$ cat src/rtl/fetch_stage.sv
// fetch_stage: instruction fetch for the RISC-V core.
// Owns the PC and keeps at most one instruction-memory read in flight over a
// valid/ready channel. The returned word and its PC are held in the if_*
// register for decode. Downstream stalls, redirects and the decoder's halt
// are honoured.
// Optional feature macro: FETCH_ALIGN_CHECK_EN. When it is defined, a
// misaligned redirect target raises the sticky misalign fault and parks fetch
// in HALT. When it is undefined, the low two bits of the target are cleared.
module fetch_stage #(
  parameter int              XLEN     = 32,
  parameter logic [XLEN-1:0] RESET_PC = 32'h0000_0000
) (
  input  logic            clk,
  input  logic            rst_n,
  output logic            imem_req_valid,
  input  logic            imem_req_ready,
  output logic [XLEN-1:0] imem_req_addr,
  input  logic            imem_rsp_valid,
  input  logic [31:0]     imem_rsp_data,
  output logic            if_valid,
  output logic [31:0]     if_instr,
  output logic [XLEN-1:0] if_pc,
  input  logic            id_ready,
  input  logic            redirect_valid,
  input  logic [XLEN-1:0] redirect_pc,
  input  logic            halt,
  output logic            misalign
);

  typedef enum logic [1:0] {
    S_FETCH = 2'd0,  // free to issue the next request
    S_WAIT  = 2'd1,  // one request in flight, its response will be kept
    S_DRAIN = 2'd2,  // one request in flight, its response will be dropped
    S_HALT  = 2'd3   // terminal until reset
  } state_t;

  state_t          state_q, state_d;
  logic [XLEN-1:0] pc_q, pc_d;
  logic            if_valid_q, if_valid_d;
  logic [31:0]     if_instr_q, if_instr_d;
  logic [XLEN-1:0] if_pc_q, if_pc_d;
  logic            halt_pend_q, halt_pend_d;
`ifdef FETCH_ALIGN_CHECK_EN
  logic            misalign_q, misalign_d;
`endif

  logic            halt_eff;
  logic            req_valid;
  logic            req_fire;
  logic            consume;
  logic            outstanding_nxt;
  logic            redir_bad;
  logic [XLEN-1:0] redir_tgt;

  // Halt is only meaningful for the instruction actually sitting in if_*.
  // A redirect in the same cycle means that instruction is on the wrong path.
  assign halt_eff  = halt & if_valid_q & ~redirect_valid;

  // Issue only when the output register is sure to be empty by the time the
  // response arrives. This is why no skid buffer is needed.
  assign req_valid = rst_n & (state_q == S_FETCH) & (~if_valid_q | id_ready)
                   & ~redirect_valid & ~halt_eff;
  assign req_fire  = req_valid & imem_req_ready;
  assign consume   = if_valid_q & id_ready;

  assign imem_req_valid = req_valid;
  assign imem_req_addr  = pc_q;
  assign if_valid       = if_valid_q;
  assign if_instr       = if_instr_q;
  assign if_pc          = if_pc_q;

`ifdef FETCH_ALIGN_CHECK_EN
  assign redir_bad = |redirect_pc[1:0];
  assign redir_tgt = redirect_pc;
  assign misalign  = misalign_q;
`else
  assign redir_bad = 1'b0;
  assign redir_tgt = redirect_pc & ~XLEN'(3);
  assign misalign  = 1'b0;
`endif

  // Whether a request will still be in flight after this cycle; decides if a
  // redirect must first pass through DRAIN to swallow a stale response.
  always_comb begin
    outstanding_nxt = 1'b0;
    case (state_q)
      S_FETCH: outstanding_nxt = req_fire;
      S_WAIT,
      S_DRAIN: outstanding_nxt = ~imem_rsp_valid;
      default: outstanding_nxt = 1'b0;
    endcase
  end

  // Next-state logic: redirect beats drain/halt, halt beats fill.
  always_comb begin
    state_d     = state_q;
    pc_d        = pc_q;
    if_valid_d  = if_valid_q;
    if_instr_d  = if_instr_q;
    if_pc_d     = if_pc_q;
    halt_pend_d = halt_pend_q;
`ifdef FETCH_ALIGN_CHECK_EN
    misalign_d  = misalign_q;
`endif

    if (consume) begin
      if_valid_d = 1'b0;
    end

    if (state_q == S_HALT) begin
      if_valid_d = 1'b0;
    end else if (redirect_valid) begin
      if_valid_d = 1'b0;
      if (redir_bad) begin
`ifdef FETCH_ALIGN_CHECK_EN
        misalign_d = 1'b1;
`endif
        halt_pend_d = 1'b1;
        state_d     = outstanding_nxt ? S_DRAIN : S_HALT;
      end else begin
        pc_d        = redir_tgt;
        halt_pend_d = 1'b0;
        state_d     = outstanding_nxt ? S_DRAIN : S_FETCH;
      end
    end else if (state_q == S_DRAIN) begin
      if (imem_rsp_valid) begin
        state_d     = halt_pend_q ? S_HALT : S_FETCH;
        halt_pend_d = halt_pend_q;
      end
    end else if (halt_eff) begin
      if_valid_d = 1'b0;
      if (state_q == S_FETCH) begin
        state_d = S_HALT;
      end else begin
        halt_pend_d = 1'b1;
        state_d     = imem_rsp_valid ? S_HALT : S_DRAIN;
      end
    end else if (state_q == S_FETCH) begin
      if (req_fire) begin
        state_d = S_WAIT;
      end
    end else if (imem_rsp_valid) begin
      if_valid_d = 1'b1;
      if_instr_d = imem_rsp_data;
      if_pc_d    = pc_q;
      pc_d       = pc_q + XLEN'(4);
      state_d    = S_FETCH;
    end
  end

  // State and datapath registers; reset abandons any outstanding request.
  always_ff @(posedge clk or negedge rst_n) begin
    if (!rst_n) begin
      state_q     <= S_FETCH;
      pc_q        <= RESET_PC;
      if_valid_q  <= 1'b0;
      if_instr_q  <= 32'h0;
      if_pc_q     <= '0;
      halt_pend_q <= 1'b0;
`ifdef FETCH_ALIGN_CHECK_EN
      misalign_q  <= 1'b0;
`endif
    end else begin
      state_q     <= state_d;
      pc_q        <= pc_d;
      if_valid_q  <= if_valid_d;
      if_instr_q  <= if_instr_d;
      if_pc_q     <= if_pc_d;
      halt_pend_q <= halt_pend_d;
`ifdef FETCH_ALIGN_CHECK_EN
      misalign_q  <= misalign_d;
`endif
    end
  end

endmodule

$ cat config.mk
export PLATFORM = sky130hd
export DESIGN_NAME = fetch_stage
export DESIGN_NICKNAME = d
export VERILOG_FILES = /design/src/rtl/fetch_stage.sv
export SDC_FILE = /design/constraint.sdc
export NUM_CORES = 1
export LEC_CHECK = 0
export ABC_AREA = 1
export BUFFER_PORTS_ARGS = -buffer_cell sky130_fd_sc_hd__clkbuf_2
export CAP_MARGIN = 20
export CELL_PAD_IN_SITES_DETAIL_PLACEMENT = 1
export CELL_PAD_IN_SITES_GLOBAL_PLACEMENT = 2
export CORE_MARGIN = 3
export CORE_UTILIZATION = 28
export CTS_CLUSTER_DIAMETER = 150
export DETAILED_ROUTE_END_ITERATION = 10
export GPL_TIMING_DRIVEN = 0
export PLACE_DENSITY = 0.86
export SYNTH_ARGS = -nofsm -noshare
export SYNTH_HDL_FRONTEND = slang
export SYNTH_SLANG_ARGS = --single-unit
$ cat constraint.sdc
create_clock -name clk -period 2.2 [get_ports clk]
set_input_delay 0.44 -clock clk [delete_from_list [all_inputs] [get_ports clk]]
set_output_delay 0.44 -clock clk [all_outputs]
set_load 0.01 [all_outputs]
# == Yosys cells after proc, flatten, opt, wreduce, memory -nomap -nowiden ==
# Index checks and enable logic that the tools add are counted.
# word_totals
input_bits,71
mem_bits_ro,0
latchBits,0
ram_bits,0
n_memories,0
ff_bits,100
output_inout_bits,99
# classes
muxes,28
n_bitwise,16
multipliers,0
n_lt_le_gt_ge,0
eq_ne,8
reduce_logical,9
n_shift,0
n_addsub,1
div_mod_pow,0
# op_table
operator,n
$mux 32,5
$add 32x3->32 const B,1
$mux 2,9
$mux 1,13
$and 1x1->1,8
$reduce_and 4->1,2
$not 1->1,7
$ne 2x2->1 const B,3
$reduce_and 6->1,1
$ne 5x5->1 const B,1
$reduce_and 5->1,1
$eq 2x2->1 const B,2
$reduce_bool 2->1,2
$reduce_bool 4->1,1
$ne 3x3->1 const B,1
$eq 2x1->1 const B,1
$logic_not 2->1,1
$pmux 1 s2,1
$reduce_or 2->1,1
$or 1x1->1,1

# == Longest topological paths before layout ==
# logic_depth
depth_word,11
depth_mapped,11

# == Worst setup path after synthesis ==
# OpenSTA, ideal clock, no wires.
# synth_timing
path_kind,reg2reg
start,register state_q[0]
end,"register if_instr_q[0], in the netlist if_instr[0]"
slack_ns,0.615
synth_period_minus_slack_ns,1.585
stages_incl_launch_ff,7
arrival_time_ns,1.461
n_path_buf,1
required_time_ns,2.075
path_cell_list,dfrtp_1 inv_1 ha_1 inv_1 nand4_1 buf_2 mux2_2
# synth_via
elab_chain_cells,3
elab_cells_between_ends,7
cone_classes,eq/ne (2); bitwise (3); reduce/logical (2)
# synth_rtl
element,line_no,text
"start, declared",37,"state_t state_q, state_d;"
"start signal, assigned",164,state_q <= state_d;
$eq 2x2->1 (tied with other cells),125,end else if (state_q == S_DRAIN) begin
$not 1->1 (no source line),--,
$reduce_and 6->1 (no source line) *,--,
"end signal, assigned",167,if_instr_q <= if_instr_d;
"end, declared",40,"logic [31:0] if_instr_q, if_instr_d;"
# Every way passes the cells marked *; elsewhere a longest branch is shown, timed or not.
# A chain may end at the register's enable or synchronous reset.

# == Worst setup path after layout ==
# layout_timing
start,"register pc_q[3], in the netlist imem_req_addr[3]"
end,"register pc_q[30], in the netlist imem_req_addr[30]"
# layout_via
elab_chain_cells,6
# layout_rtl
element,line_no,text
"start, declared",38,"logic [XLEN-1:0] pc_q, pc_d;"
"start signal, assigned",165,pc_q <= pc_d;
$add 32x3->32,146,pc_d = pc_q + XLEN'(4);
$mux 32,142,end else if (imem_rsp_valid) begin
$mux 32,138,end else if (state_q == S_FETCH) begin
$mux 32,130,end else if (halt_eff) begin
$mux 32,125,
$mux 32,112,end else if (redirect_valid) begin
# No other way between the ends. The select of a mux whose other input is x is not followed.

==> run metrics <==
area leader, netlist sky130_fd_sc_hd__dfrtp_1; cells taking the most area after synthesis sky130_fd_sc_hd__dfrtp_1 (49%), sky130_fd_sc_hd__nand2_1 (15%), sky130_fd_sc_hd__mux2_2 (8.4%); crit-path max FO 8; Relative slew margins 0.534; Diodes inserted 0; number of pins with negative max-slew slack in the final report 0; placeable core region 16900 µm²; area of the multi-input gates 2220 µm²; most common cell after layout, fill and taps aside sky130_fd_sc_hd__nand2_1; delay of the slowest critical-path stage 0.46 ns; post-synthesis instance area 4950 µm²; crit path DAT 2.27 ns; portion of the post-synthesis area used by sequential elements 0.486; number of synthesized register bits 96; vias in the first global route 5071; detailed-route wire length per cell 17.0 µm; gr usage total 0.183; outcome finished, final reports clean; total die area slightly below 20000 µm²; hold_buf cts 0; max capacitance violation total 0; final total power 0.00857 W; number of warnings printed during yosys synthesis 0; drc violations 0; worst path required time 2.44 ns; antenna violations before repair 0; Critical Path Sink Type flop; Setup Skew ~0.012 ns; post-CTS clock slew at the launch and capture registers of the worst setup and hold paths approximately 0.070 ns; Worst Path Class, Setup flop to flop; width of the chip 139 µm; TritonCTS clock tree done; total overflow reported by the global router 0; CTS root buffer sky130_fd_sc_hd__clkbuf_16; H-tree depth reported by CTS 3; layout cell share with drive strength beyond 1 0.294; mean instance size in the synthesized netlist about 7.9 µm²; starting DRC count in detailed routing around 210; number of standard cells after synthesis 629; number of placement rows 47; utilization after layout 0.377; family with the most delay on the worst path simple AND/OR/NAND/NOR gates; layout-stage area growth over the synthesis result 29.1%; overall via count from detail_route 4839; Period Utilization, post-route 0.919; count of fill cells added during filler insertion between 2000 and 2500; I/O Pins 170; final hold violations 0; Hold/Removal Path Class input pin to async pin; y dimension of the die 139 µm; maximum number of pins on one net before global-route repair slightly below 100; most used cell along the critical path sky130_fd_sc_hd__nand2_1; critical path depth in cells 10; Power Dens Cells 1340 nW/µm²; cell total after placement 1015; register area 2400 µm²; number of buffers added on ports 162; post-layout minimum cycle time around 2.0 ns; NumNets Final 883; final setup fails 0; Antenna Violating Nets Remaining 0; cts bufs inserted 9; top cell type's share of synthesized area 0.486; Worst Reg2Reg Path Length in Cells 10; maximum vdd drop 441 µV; placer's final routability congestion estimate 0.797; clock sink total 96; Cell variety after synth 27; Final Routed Wirelength 17600 µm; critical path, cell by cell ha_1, nand2_1, nor2_1, nand2_1, nor2_2, nand2_1, nand2_1, nand3_1, nand2_1, nand2_1; maximum clock path buffer count 2; 1st-pass router iterations 4; Leakage Power 3.31 nW; vias per inst roughly 4.7; slew of the pin with the lowest slew margin about 0.70 ns; Initial Util 0.292; later-pin clock latency in the skew report 0.35 ns; Buffers & Inverters on Critical Path 0; wire length of the first global-routing pass around 28000 µm; half-perimeter wire length after placement 13400 µm; cell with the largest stage delay on the worst path sky130_fd_sc_hd__dfrtp_1; Max Fclk 0.494 GHz; filler-free cell count of the finished design 1033; commonest cells after routing, fill and taps aside sky130_fd_sc_hd__nand2_1 (201), sky130_fd_sc_hd__clkbuf_2 (161), sky130_fd_sc_hd__dfrtp_1 (96), sky130_fd_sc_hd__nor2_1 (84), sky130_fd_sc_hd__inv_1 (51); startpoint types flop
## where the power goes
part           internal [W]  switching [W]
registers           0.00261       0.000779
clock network      0.000917       0.000724
logic               0.00143        0.00211
total               0.00496        0.00361
## worst register-to-register path: stages (launching register included)
cell and delay (ns):
sky130_fd_sc_hd__dfrtp_1 0.46, sky130_fd_sc_hd__ha_1 0.26, sky130_fd_sc_hd__nand2_1 0.07, sky130_fd_sc_hd__nor2_1 0.09, sky130_fd_sc_hd__nand2_1 0.17, sky130_fd_sc_hd__nor2_2 0.43, sky130_fd_sc_hd__nand2_1 0.13, sky130_fd_sc_hd__nand2_1 0.10
sky130_fd_sc_hd__nand3_1 0.07, sky130_fd_sc_hd__nand2_1 0.09, sky130_fd_sc_hd__nand2_1 0.04
## cell usage after synthesis, drive strengths merged
master  number
xor2         2
mux2        37
nand3       40
nand3b       1
o21ai       52
nand4        4
o21bai       1
a31oi        3
nand2      201
clkbuf       7
dfrtp       96
o22ai        2
nor2        85
nor3         1
conb         1
buf         21
inv         52
a22oi        1
a221oi       1
ha           4
a21oi       17
## sequential cells by signal, summed over array words and instances (netlist names)
signal / count
halt_pend_q: 1
if_instr: 32
if_pc: 30
if_valid: 1
imem_req_addr: 30
state_q: 2
## area by class of cell
| cell class | count | share of cell area |
|---|---|---|
| Sequential cell | 96 | 0.376 |
| Timing Repair Buffer | 164 | 0.132 |
| Buffer | 28 | 0.0225 |
| Clock buffer | 10 | 0.0374 |
| Inverter | 52 | 0.0306 |
| Tap cell | 220 | 0.0431 |
| Clock inverter | 6 | 0.0106 |
| Multi-Input combinational cell | 457 | 0.348 |
## per-stage QoR
step	setup TNS (ns)	hold WS, ns	setup slack (ns)	instance area (µm²)
3_5_place_dp	0	0.475	0.0516	6060
3_3_place_gp	-73.44	0.469	-1.33	6050
6_report	0	0.0404	0.177	6380
2_1_floorplan	0	0.144	0.615	4960
4_1_cts	0	0.227	0.0284	6360
5_1_grt	-0.0140	0.0820	-0.0140	6380
## metal layers
| metal | GRT usage | share of wire | vias to the layer above |
|---|---|---|---|
| li1 | - | - | 2365 |
| met5 | 0 | 0 | - |
| met3 | 0.0372 | 0.045 | 6 |
| met2 | 0.310 | 0.49 | 123 |
| met1 | 0.245 | 0.46 | 2345 |
| met4 | 0.0366 | 0.0071 | 0 |
## worst paths after layout
| check | startpoint | endpoint | slack (ns) |
|---|---|---|---|
| worst max-delay path | imem_req_addr[3] | imem_req_addr[30] | 0.18 |
| worst min-delay path | rst_n | if_instr[20] | 0.04 |
| worst max register to register | imem_req_addr[3] | imem_req_addr[30] | 0.18 |
| worst min register to register | if_pc[29] | if_pc[29] | 0.49 |
| max in group asynchronous | rst_n | if_pc[10] | 1.75 |
| min in group clk | imem_rsp_data[12] | if_instr[12] | 0.32 |
## logic make-up after synthesis
kind of cell / synth area share
XOR/XNOR: 0.00354
adder cells (fa/ha/maj): 0.0101
buffers and inverters: 0.0685
multiplexers: 0.0842
flip-flops: 0.486
other: 0.000758
AND/OR/NAND/NOR: 0.266
AO/OA/AOI/OAI: 0.0817
## what timing repair did
action,4_1_cts,5_1_grt
resized for setup,0,2
setup endpoints to repair,0,21
setup buffers,0,2
Power figures use the tool's default switching activity.
